[src/rtl/mdu_sequencer_if.sv]
// Decode-side request / result bundle for the iterative RV32M multiply-divide unit.
interface mdu_sequencer_if #(
  parameter int unsigned XLEN = 32
);
  logic            MDU_Start_In;
  logic            MDU_Flush_In;
  logic [2:0]      MDU_Funct3_InBUS;
  logic [XLEN-1:0] MDU_OperandA_InBUS;
  logic [XLEN-1:0] MDU_OperandB_InBUS;
  logic            MDU_Busy_Out;
  logic            MDU_Stall_Out;
  logic            MDU_Done_Out;
  logic [XLEN-1:0] MDU_Result_OutBUS;

  modport master (
    output MDU_Start_In, MDU_Flush_In, MDU_Funct3_InBUS, MDU_OperandA_InBUS, MDU_OperandB_InBUS,
    input  MDU_Busy_Out, MDU_Stall_Out, MDU_Done_Out, MDU_Result_OutBUS
  );

  modport slave (
    input  MDU_Start_In, MDU_Flush_In, MDU_Funct3_InBUS, MDU_OperandA_InBUS, MDU_OperandB_InBUS,
    output MDU_Busy_Out, MDU_Stall_Out, MDU_Done_Out, MDU_Result_OutBUS
  );
endinterface

[src/rtl/mdu_sequencer.sv]
// Iterative RV32M unit: radix-2 shift-add multiplier and restoring divider sharing one
// accumulator pair, sequenced IDLE -> PREP -> CALC (XLEN cycles) -> FIX -> DONE.
module mdu_sequencer #(
  parameter int unsigned XLEN = 32,
  parameter int unsigned CNTW = 6
) (
  input  logic            MDU_CLOCK_50,
  input  logic            MDU_RESET_InLow,
  mdu_sequencer_if.slave  bus
);

  localparam int unsigned PW = 2 * XLEN;
  localparam logic [XLEN-1:0] MIN_NEG = {1'b1, {(XLEN-1){1'b0}}};
  localparam logic [2:0] F_MULH   = 3'b001;
  localparam logic [2:0] F_MULHSU = 3'b010;
  localparam logic [2:0] F_DIV    = 3'b100;
  localparam logic [2:0] F_REM    = 3'b110;

  typedef enum logic [2:0] {S_IDLE, S_PREP, S_CALC, S_FIX, S_DONE} state_t;

  state_t          state;
  logic [2:0]      f3_q;
  logic [XLEN-1:0] a_q, b_q;
  logic [XLEN-1:0] acc_hi, acc_lo, op_q;
  logic [CNTW-1:0] cnt;
  logic            sign_q;
  logic            busy, done;
  logic [XLEN-1:0] result;

  // Operand classification and magnitudes, valid while in PREP
  logic            is_div, is_rem, a_signed, b_signed, neg_a, neg_b;
  logic            div_zero, div_ovf;
  logic [XLEN-1:0] mag_a, mag_b, spec_res;
  always_comb begin
    is_div   = f3_q[2];
    is_rem   = f3_q[2] & f3_q[1];
    a_signed = (f3_q == F_MULH) || (f3_q == F_MULHSU) || (f3_q == F_DIV) || (f3_q == F_REM);
    b_signed = (f3_q == F_MULH) || (f3_q == F_DIV) || (f3_q == F_REM);
    neg_a    = a_signed & a_q[XLEN-1];
    neg_b    = b_signed & b_q[XLEN-1];
    mag_a    = neg_a ? (~a_q + XLEN'(1)) : a_q;
    mag_b    = neg_b ? (~b_q + XLEN'(1)) : b_q;
    div_zero = is_div & (b_q == '0);
    div_ovf  = is_div & ~f3_q[0] & (a_q == MIN_NEG) & (b_q == '1);
    if (div_zero) spec_res = is_rem ? a_q : '1;
    else          spec_res = is_rem ? '0 : MIN_NEG;
  end

  // One iteration step of each algorithm
  logic [XLEN:0] mul_sum, div_shift, div_trial;
  always_comb begin
    mul_sum   = {1'b0, acc_hi} + {1'b0, {XLEN{acc_lo[0]}} & op_q};
    div_shift = {acc_hi, acc_lo[XLEN-1]};
    div_trial = div_shift - {1'b0, op_q};
  end

  // Sign fix-up and field selection for the FIX state
  logic [PW-1:0]   prod_fix;
  logic [XLEN-1:0] quo_fix, rem_fix, res_sel;
  always_comb begin
    prod_fix = sign_q ? (~{acc_hi, acc_lo} + PW'(1)) : {acc_hi, acc_lo};
    quo_fix  = sign_q ? (~acc_lo + XLEN'(1)) : acc_lo;
    rem_fix  = sign_q ? (~acc_hi + XLEN'(1)) : acc_hi;
    if (!is_div) res_sel = (f3_q[1:0] == 2'b00) ? prod_fix[XLEN-1:0] : prod_fix[PW-1:XLEN];
    else         res_sel = is_rem ? rem_fix : quo_fix;
  end

  always_ff @(posedge MDU_CLOCK_50 or negedge MDU_RESET_InLow) begin
    if (!MDU_RESET_InLow) begin
      state  <= S_IDLE;
      f3_q   <= '0;
      a_q    <= '0;
      b_q    <= '0;
      acc_hi <= '0;
      acc_lo <= '0;
      op_q   <= '0;
      cnt    <= '0;
      sign_q <= 1'b0;
      busy   <= 1'b0;
      done   <= 1'b0;
      result <= '0;
    end else begin
      done <= 1'b0;
      unique case (state)
        S_IDLE: begin
          if (bus.MDU_Start_In && !bus.MDU_Flush_In) begin
            f3_q  <= bus.MDU_Funct3_InBUS;
            a_q   <= bus.MDU_OperandA_InBUS;
            b_q   <= bus.MDU_OperandB_InBUS;
            busy  <= 1'b1;
            state <= S_PREP;
          end
        end
        S_PREP: begin
          if (bus.MDU_Flush_In) begin
            busy  <= 1'b0;
            state <= S_IDLE;
          end else begin
            cnt    <= CNTW'(XLEN);
            sign_q <= is_rem ? neg_a : (neg_a ^ neg_b);
            acc_hi <= '0;
            acc_lo <= is_div ? mag_a : mag_b;
            op_q   <= is_div ? mag_b : mag_a;
            if (div_zero || div_ovf) begin
              result <= spec_res;
              done   <= 1'b1;
              state  <= S_DONE;
            end else begin
              state <= S_CALC;
            end
          end
        end
        S_CALC: begin
          if (bus.MDU_Flush_In) begin
            busy  <= 1'b0;
            state <= S_IDLE;
          end else begin
            // Divider keeps the quotient in acc_lo and the partial remainder in acc_hi
            if (is_div) begin
              if (!div_trial[XLEN]) begin
                acc_hi <= div_trial[XLEN-1:0];
                acc_lo <= {acc_lo[XLEN-2:0], 1'b1};
              end else begin
                acc_hi <= div_shift[XLEN-1:0];
                acc_lo <= {acc_lo[XLEN-2:0], 1'b0};
              end
            end else begin
              acc_hi <= mul_sum[XLEN:1];
              acc_lo <= {mul_sum[0], acc_lo[XLEN-1:1]};
            end
            cnt <= cnt - CNTW'(1);
            if (cnt == CNTW'(1)) state <= S_FIX;
          end
        end
        S_FIX: begin
          if (bus.MDU_Flush_In) begin
            busy  <= 1'b0;
            state <= S_IDLE;
          end else begin
            result <= res_sel;
            done   <= 1'b1;
            state  <= S_DONE;
          end
        end
        S_DONE: begin
          busy  <= 1'b0;
          state <= S_IDLE;
        end
        default: begin
          busy  <= 1'b0;
          state <= S_IDLE;
        end
      endcase
    end
  end

  assign bus.MDU_Busy_Out      = busy;
  assign bus.MDU_Done_Out      = done;
  assign bus.MDU_Result_OutBUS = result;
  // Hold decode from the request cycle until the result is presented
  assign bus.MDU_Stall_Out     = (busy | (bus.MDU_Start_In & (state == S_IDLE))) & ~done;

endmodule
[src/flat_wrapper.sv]
// flat-port wrapper written by rule: the top's interface ports become plain ports
module mdu_sequencer_flat 
#(
  parameter int unsigned XLEN = 32,
  parameter int unsigned CNTW = 6
)
  (MDU_CLOCK_50, MDU_RESET_InLow, bus_MDU_Start_In, bus_MDU_Flush_In, bus_MDU_Funct3_InBUS, bus_MDU_OperandA_InBUS, bus_MDU_OperandB_InBUS, bus_MDU_Busy_Out, bus_MDU_Stall_Out, bus_MDU_Done_Out, bus_MDU_Result_OutBUS);
  mdu_sequencer_if #(.XLEN(XLEN)) bus_i ();
  input  logic MDU_CLOCK_50;
  input  logic MDU_RESET_InLow;
  input wire logic [$bits(bus_i.MDU_Start_In)-1:0] bus_MDU_Start_In;
  input wire logic [$bits(bus_i.MDU_Flush_In)-1:0] bus_MDU_Flush_In;
  input wire logic [$bits(bus_i.MDU_Funct3_InBUS)-1:0] bus_MDU_Funct3_InBUS;
  input wire logic [$bits(bus_i.MDU_OperandA_InBUS)-1:0] bus_MDU_OperandA_InBUS;
  input wire logic [$bits(bus_i.MDU_OperandB_InBUS)-1:0] bus_MDU_OperandB_InBUS;
  output wire logic [$bits(bus_i.MDU_Busy_Out)-1:0] bus_MDU_Busy_Out;
  output wire logic [$bits(bus_i.MDU_Stall_Out)-1:0] bus_MDU_Stall_Out;
  output wire logic [$bits(bus_i.MDU_Done_Out)-1:0] bus_MDU_Done_Out;
  output wire logic [$bits(bus_i.MDU_Result_OutBUS)-1:0] bus_MDU_Result_OutBUS;
  assign bus_i.MDU_Start_In = bus_MDU_Start_In;
  assign bus_i.MDU_Flush_In = bus_MDU_Flush_In;
  assign bus_i.MDU_Funct3_InBUS = bus_MDU_Funct3_InBUS;
  assign bus_i.MDU_OperandA_InBUS = bus_MDU_OperandA_InBUS;
  assign bus_i.MDU_OperandB_InBUS = bus_MDU_OperandB_InBUS;
  assign bus_MDU_Busy_Out = bus_i.MDU_Busy_Out;
  assign bus_MDU_Stall_Out = bus_i.MDU_Stall_Out;
  assign bus_MDU_Done_Out = bus_i.MDU_Done_Out;
  assign bus_MDU_Result_OutBUS = bus_i.MDU_Result_OutBUS;
  mdu_sequencer #(.XLEN(XLEN), .CNTW(CNTW)) u_core (.MDU_CLOCK_50(MDU_CLOCK_50), .MDU_RESET_InLow(MDU_RESET_InLow), .bus(bus_i));
endmodule
[config.mk]
export PLATFORM = sky130hd
export DESIGN_NAME = mdu_sequencer_flat
export DESIGN_NICKNAME = d
export VERILOG_FILES = /design/src/rtl/mdu_sequencer_if.sv /design/src/rtl/mdu_sequencer.sv /design/src/flat_wrapper.sv
export SDC_FILE = /design/constraint.sdc
export NUM_CORES = 1
export LEC_CHECK = 0
export BUFFER_PORTS_ARGS = -buffer_cell sky130_fd_sc_hd__buf_2
export CAP_MARGIN = 0
export CORE_AREA = 4 4 229 231
export CTS_BUF_LIST = sky130_fd_sc_hd__clkbuf_16
export CTS_CLUSTER_SIZE = 40
export DETAILED_ROUTE_END_ITERATION = 16
export DIE_AREA = 0 0 233 235
export GPL_TIMING_DRIVEN = 1
export PLACE_DENSITY = 0.5
export REMOVE_ABC_BUFFERS = 1
export SYNTH_ARGS = -nofsm -noshare
export SYNTH_HDL_FRONTEND = slang
export SYNTH_SLANG_ARGS = --single-unit
[constraint.sdc]
create_clock -name MDU_CLOCK_50 -period 5.5 [get_ports MDU_CLOCK_50]
set_clock_uncertainty 0.15 [all_clocks]
set_input_delay 0 -clock MDU_CLOCK_50 [delete_from_list [all_inputs] [get_ports MDU_CLOCK_50]]
set_output_delay 0 -clock MDU_CLOCK_50 [all_outputs]
set_load 0.1 [all_outputs]
==> results.yml, run 1 <==
outcome:
  status: "complete, no violations"
pwr:
  p_total_uw: 12800
  p_leak_uw: 0.00859
  ir_worst_vdd_mv: 0.324
  power_density_nw_per_um2: 641
clock_tree:
  clockRootBuffer: "clkbuf_16"
  cts_tree: "built"
  clock_sinks: 207
  clk_latency_ns: 0.55
  max-clock-path-buffers: 3
  post-cts-setup-buffers: 0
  post_cts_resized: 0
  hold_buffers: 73
  h-tree-depth: 1
  path_clk_slew_ns: 0.07
  cts_buffers: 24
floorplan:
  start_util: 0.348
  die_area_um2: 54800
  die_h_um: 235
  die_w_um: 233
  num_io_pins: 106
  fp-row-count: 82
  core_area_um2: 50100
run:
  max_cap_viol_count: 0
synthesis:
  syn-cell-area_um2: 17400
  synth_top_flop_cell: "dfrtp_1"
  syn_avg_cell_area_um2: 8.04
  synth-async-reset-ratio: 1.00
  synth_top_area_frac: 0.297
  synth_edf_count: 0
  yosysWarnings: 0
  ys_top_cells_by_area: "dfrtp_1 30%, o21ai_0 6.2%, xnor2_1 5.3%"
  yosysUniqueCellTypes: 74
  ys_ff_latch: 207
  synthCells: 2171
  ys_seq_area_frac: 0.297
  synth_top_cell_by_area: "dfrtp_1"
timing:
  max_slew.worst_pin.slew_ns: 1.10
  rsz0062_at_grt: "false"
  fin_crit_sh: 0.783
  maxSlewViolCount: 0
  fin_crit_ns: 4.31
  hold_viol: 0
  fmax_mhz: 232
  timing.hold.ws_ns: 0.0666
  slew_headroom: 0.261
  setup_viol: 0
detailed_routing:
  routed_via_density: 5.79
  drtAntennaViolNets: 0
  drc: 0
  num_vias: 17000
  drtIter0Drc: 1752
  routed_wl_um: 65200
  wl_per_cell_um: 22.1
  dr.pass1.iters: 6
worst_setup_path:
  critical_path.startpoint_type: "flop"
  r2r_setup_slack_ns: 1.19
  cp_max_fo: 30
  critPathCaptureType: "flop"
  crit_arrival_ns: 4.55
  crit_required_ns: 5.74
  path_class: "flop to flop"
placed_design:
  dpl.hpwl_um: 48700
  gp_congestion: 0.955
  port_buffers: 105
  dp.cells: 2830
global_routing:
  antenna_found_initial: 0
  grt_use_total: 0.228
  grt_pass1_vias: 16200
  grt_pass1_wl_um: 98800
  grt_max_degree: 129
  grt.overflow.total: 0
layout:
  fill_cells: 5228
  mostFrequentLayoutCell: "nand2_1"
  post-route-util: 0.400
  drive_gt1_frac: 0.116
  nets: 2401
  finalNonFillerCells: 2945
  antenna_cells: 0
  area_growth_pct: 14.7
  final_cell_mix: "216 x nand2_1, 214 x o21ai_0, 205 x dfrtp_1"
worst_hold_path:
  worstHoldPathType: "input port to flop"
-- stage by stage --
step	TNS (ns)	setup WS (ns)	instance area (um^2)
final	0	1.19	20000
after global routing	0	1.08	20000
after CTS	0	1.26	20000
after detailed placement	0	1.29	18500
after global placement	0	1.32	18500
after floorplan	-55.40	-1.77	16900
-- where the power goes --
part / switching (uW) / internal [uW]
Sequential: 1010 / 2040
Combinational: 5100 / 3140
Clock: 675 / 859
Total: 6790 / 6040
-- worst paths after layout --
check                                                        startpoint                                           end  depth (start not counted)
setup / recovery                           u_core.acc_lo[0]$_DFFE_PN0P_                 u_core.acc_hi[21]$_DFFE_PN0P_                         13
hold / removal                               bus_MDU_OperandA_InBUS[17]                    u_core.a_q[17]$_DFFE_PN0P_                          3
setup reg to reg                           u_core.acc_lo[0]$_DFFE_PN0P_                 u_core.acc_hi[21]$_DFFE_PN0P_                         13
hold reg to reg            u_core.bus.MDU_Result_OutBUS[12]$_DFFE_PN0P_  u_core.bus.MDU_Result_OutBUS[12]$_DFFE_PN0P_                          2
max in group asynchronous                               MDU_RESET_InLow  u_core.bus.MDU_Result_OutBUS[25]$_DFFE_PN0P_                          4
min in group asynchronous                               MDU_RESET_InLow                     u_core.b_q[2]$_DFFE_PN0P_                          4
-- synthesized netlist by cell type (16+ instances only) --
cell type and count:
nand2_1 216, o21ai_0 215, dfrtp_1 207, nor2_1 198, a21oi_1 183, clkbuf_1 128, xnor2_1 106, xor2_1 82
mux2_2 76, inv_1 75, ha_1 71, mux2i_1 50, o221ai_1 42, nor3_1 40, a21o_1 37, nand3_1 31
o31ai_1 31, o211ai_1 26, a211oi_1 24, nand4_1 22, or3_1 22, or4_1 17, o21a_1 16
-- logic make-up (layout without fill, tap and decap cells) --
family / count (synthesis) / count (layout) / synth area share
compound gates: 711 / 711 / 0.256
buf+inv: 225 / 327 / 0.0493
mux: 127 / 127 / 0.0790
flops: 207 / 207 / 0.297
simple gates: 640 / 640 / 0.171
xor+xnor: 188 / 188 / 0.0944
fa+ha+maj: 73 / 73 / 0.0532
-- flip-flops by register name (all words and copies together), names as in the netlist --
register                      flops
u_core.a_q                       32
u_core.acc_hi                    32
u_core.acc_lo                    32
u_core.b_q                       32
u_core.bus.MDU_Busy_Out           1
u_core.bus.MDU_Done_Out           1
u_core.bus.MDU_Result_OutBUS     32
u_core.cnt                        6
u_core.f3_q                       3
u_core.op_q                      32
u_core.sign_q                     1
u_core.state                      3
-- cell type report --
type                            instances  area [um^2]  area share
Tap cell                              672          841      0.0420
Sequential cell                       207         5180       0.259
Clock inverter                         17         95.1     0.00475
Timing Repair Buffer                  209         1540      0.0771
Clock buffer                           25          626      0.0313
Inverter                               76          285      0.0143
Multi-Input combinational cell       1739        11400       0.571
-- per-layer routing --
metal  share of wire  GRT usage  vias up
li1                -          -     8086
met1            0.45      0.318     8277
met2            0.46      0.377      588
met3           0.052     0.0213       97
met4           0.029     0.0667        0
met5               0          0        -
-- worst max-delay path: stages (launching register included) --
cell and delay (ns):
dfrtp_1 0.49, clkinv_1 0.24, buf_4 0.29, nor2_1 0.14, ha_1 0.27, nor2b_1 0.16
o2111ai_1 0.27, a21boi_0 0.20, o311ai_0 0.82, nand2_1 0.23, a311oi_1 0.47, xnor2_1 0.12
a22oi_1 0.17, o21ai_0 0.10
No activity file was read; power rests on OpenSTA's default activity.
==> run 2, diff against run 1 <==
clock period = 4.1 ns   (was 5.5 ns; I/O delays follow)
==> run 2 against run 1 <==
Worst setup slack got worse by 0.92 ns. Combinational power rose by 41%. Core utilization rose by 1.2 points. Design area rose by 3.0%. Register-to-register slack got worse by 0.92 ns. Sequential share of layout area fell by 0.75 points. Clock power rose by 59%. Fmax rose by 13%. Power rose by 40%. Final cell count rose by 1.9%. Non-clock buffer count rose by 55. First-iteration DRC count rose by 4.3%. Critical path type unchanged. Critical endpoint is now u_core.acc_hi[31]$_DFFE_PN0P_. Largest cell class unchanged. Largest power group unchanged.
==> results.yml, run 2 (synthesis results as in run 1) <==
outcome:
  status: "complete, no violations"
layout:
  drive_gt1_frac: 0.141
  antenna_cells: 0
  post-route-util: 0.412
  nets: 2456
  seqCellArea_um2: 5190
  area_growth_pct: 18.1
  mostFrequentLayoutCell: "nand2_1"
  final_cell_mix: "216 x nand2_1, 215 x o21ai_0, 204 x dfrtp_1"
  multi_input_area_um2: 11400
  finalNonFillerCells: 3002
  fill_cells: 5166
clock_tree:
  cts_tree: "built"
  clk_latency_ns: 0.56
  max-clock-path-buffers: 3
  clock_sinks: 207
  cts_buffers: 24
  h-tree-depth: 1
  clockRootBuffer: "clkbuf_16"
  path_clk_slew_ns: 0.07
  post-cts-setup-buffers: 0
pwr:
  power_density_nw_per_um2: 868
  ir_worst_vdd_mv: 0.352
  p_leak_uw: 0.00893
  p_total_uw: 17900
timing:
  setup_viol: 0
  maxSlewViolCount: 0
  fmax_mhz: 262
  fin_crit_ns: 3.82
  hold_viol: 0
  fin_crit_sh: 0.932
  rsz0062_at_grt: "false"
  slew_headroom: 0.275
  fin_tns_setup_ns: 0
  max_slew.worst_pin.slew_ns: 1.08
run:
  max_cap_viol_count: 0
placed_design:
  dp.cells: 2885
  gp_congestion: 0.951
  port_buffers: 105
  dpl.hpwl_um: 51300
global_routing:
  grt_pass1_wl_um: 103000
  grt_use_total: 0.239
  antenna_found_initial: 1
  grt_max_degree: 70
  grt_pass1_vias: 17000
  grt.overflow.total: 0
worst_setup_path:
  slowest_delay_ns: 0.47
  cp_max_fo: 7
  critical_path.startpoint_type: "flop"
  slowest_stage: "dfrtp_2"
  crit_chain: "and2_1, ha_1, inv_1, fa_1, nor2b_1, o2111ai_1, a21boi_0, o311ai_0, buf_4, a2111oi_1, buf_4, o21ai_0, a211oi_1, o21ai_0, a32oi_1"
  crit_family: "compound AO/OA/AOI/OAI gates"
  critPathCaptureType: "flop"
  crit_arrival_ns: 4.14
  path_buf_inv: 3
  crit_required_ns: 4.42
  path_class: "flop to flop"
detailed_routing:
  routed_via_density: 5.78
  drc: 0
  drtIter0Drc: 1828
  num_vias: 17400
  drtAntennaViolNets: 0
  dr.pass1.iters: 6
  wl_per_cell_um: 22.4
  routed_wl_um: 67200
floorplan:
  core_area_um2: 50100
  die_h_um: 235
  die_area_um2: 54800
  num_io_pins: 106
  fp-row-count: 82
  start_util: 0.348
  die_w_um: 233
worst_hold_path:
  worstHoldPathType: "input port to flop"
[run 2: what timing repair did]
item	in CTS	in global routing
gates resized for setup	0	3
hold endpoints to repair	285	0
hold buffers	73	0
setup endpoints to repair	0	8
[run 2: worst paths after layout]
path                                                              from                                          end  slack, ns  cells past startpoint
hold / removal                              bus_MDU_OperandA_InBUS[17]                   u_core.a_q[17]$_DFFE_PN0P_       0.05                      3
max in group asynchronous                              MDU_RESET_InLow                  u_core.op_q[26]$_DFFE_PN0P_       2.77                      4
setup / recovery                          u_core.acc_lo[0]$_DFFE_PN0P_                u_core.acc_hi[31]$_DFFE_PN0P_       0.28                     15
setup reg to reg                          u_core.acc_lo[0]$_DFFE_PN0P_                u_core.acc_hi[31]$_DFFE_PN0P_       0.28                     15
hold reg to reg            u_core.bus.MDU_Result_OutBUS[0]$_DFFE_PN0P_  u_core.bus.MDU_Result_OutBUS[0]$_DFFE_PN0P_       0.32                      1
min in group asynchronous                              MDU_RESET_InLow                    u_core.a_q[1]$_DFFE_PN0P_       0.50                      4
[run 2: per-layer routing]
metal / up-vias / track usage / wire (um)
met1: 8466 / 0.337 / 30200
li1: 8180 / - / -
met3: 96 / 0.0265 / 3930
met5: - / 0 / 13
met2: 615 / 0.394 / 31500
met4: 2 / 0.0565 / 1630
[run 2: worst min-delay path, stage by stage]
cell and delay, ns:
dlygate4sd3_1 0.51, buf_2 0.09, mux2_2 0.12
[run 2: layout make-up]
cell class / count / share of cell area
Clock inverter: 19 / 0.0116
Tap cell: 672 / 0.0408
Timing Repair Buffer: 264 / 0.0967
Clock buffer: 25 / 0.0304
Sequential cell: 207 / 0.252
Multi-Input combinational cell: 1739 / 0.555
Inverter: 76 / 0.0140
[run 2: stage by stage]
stage	area (um^2)	setup WS [ns]	hold slack (ns)
floorplan	16900	-3.17	-0.446
global placement	19000	0.339	-0.141
detailed placement	19000	0.260	-0.134
CTS	20600	0.207	0.0294
global route	20600	0.0260	0.0435
finish	20600	0.278	0.0479
[run 2: report_power, final]
part           internal [uW]  leakage [uW]  total, uW  switching [uW]
clock                   1480      0.000435       2440             959
combinational           4410       0.00591      11600            7170
sequential              2740       0.00259       3880            1140
total                   8620       0.00893      17900            9270
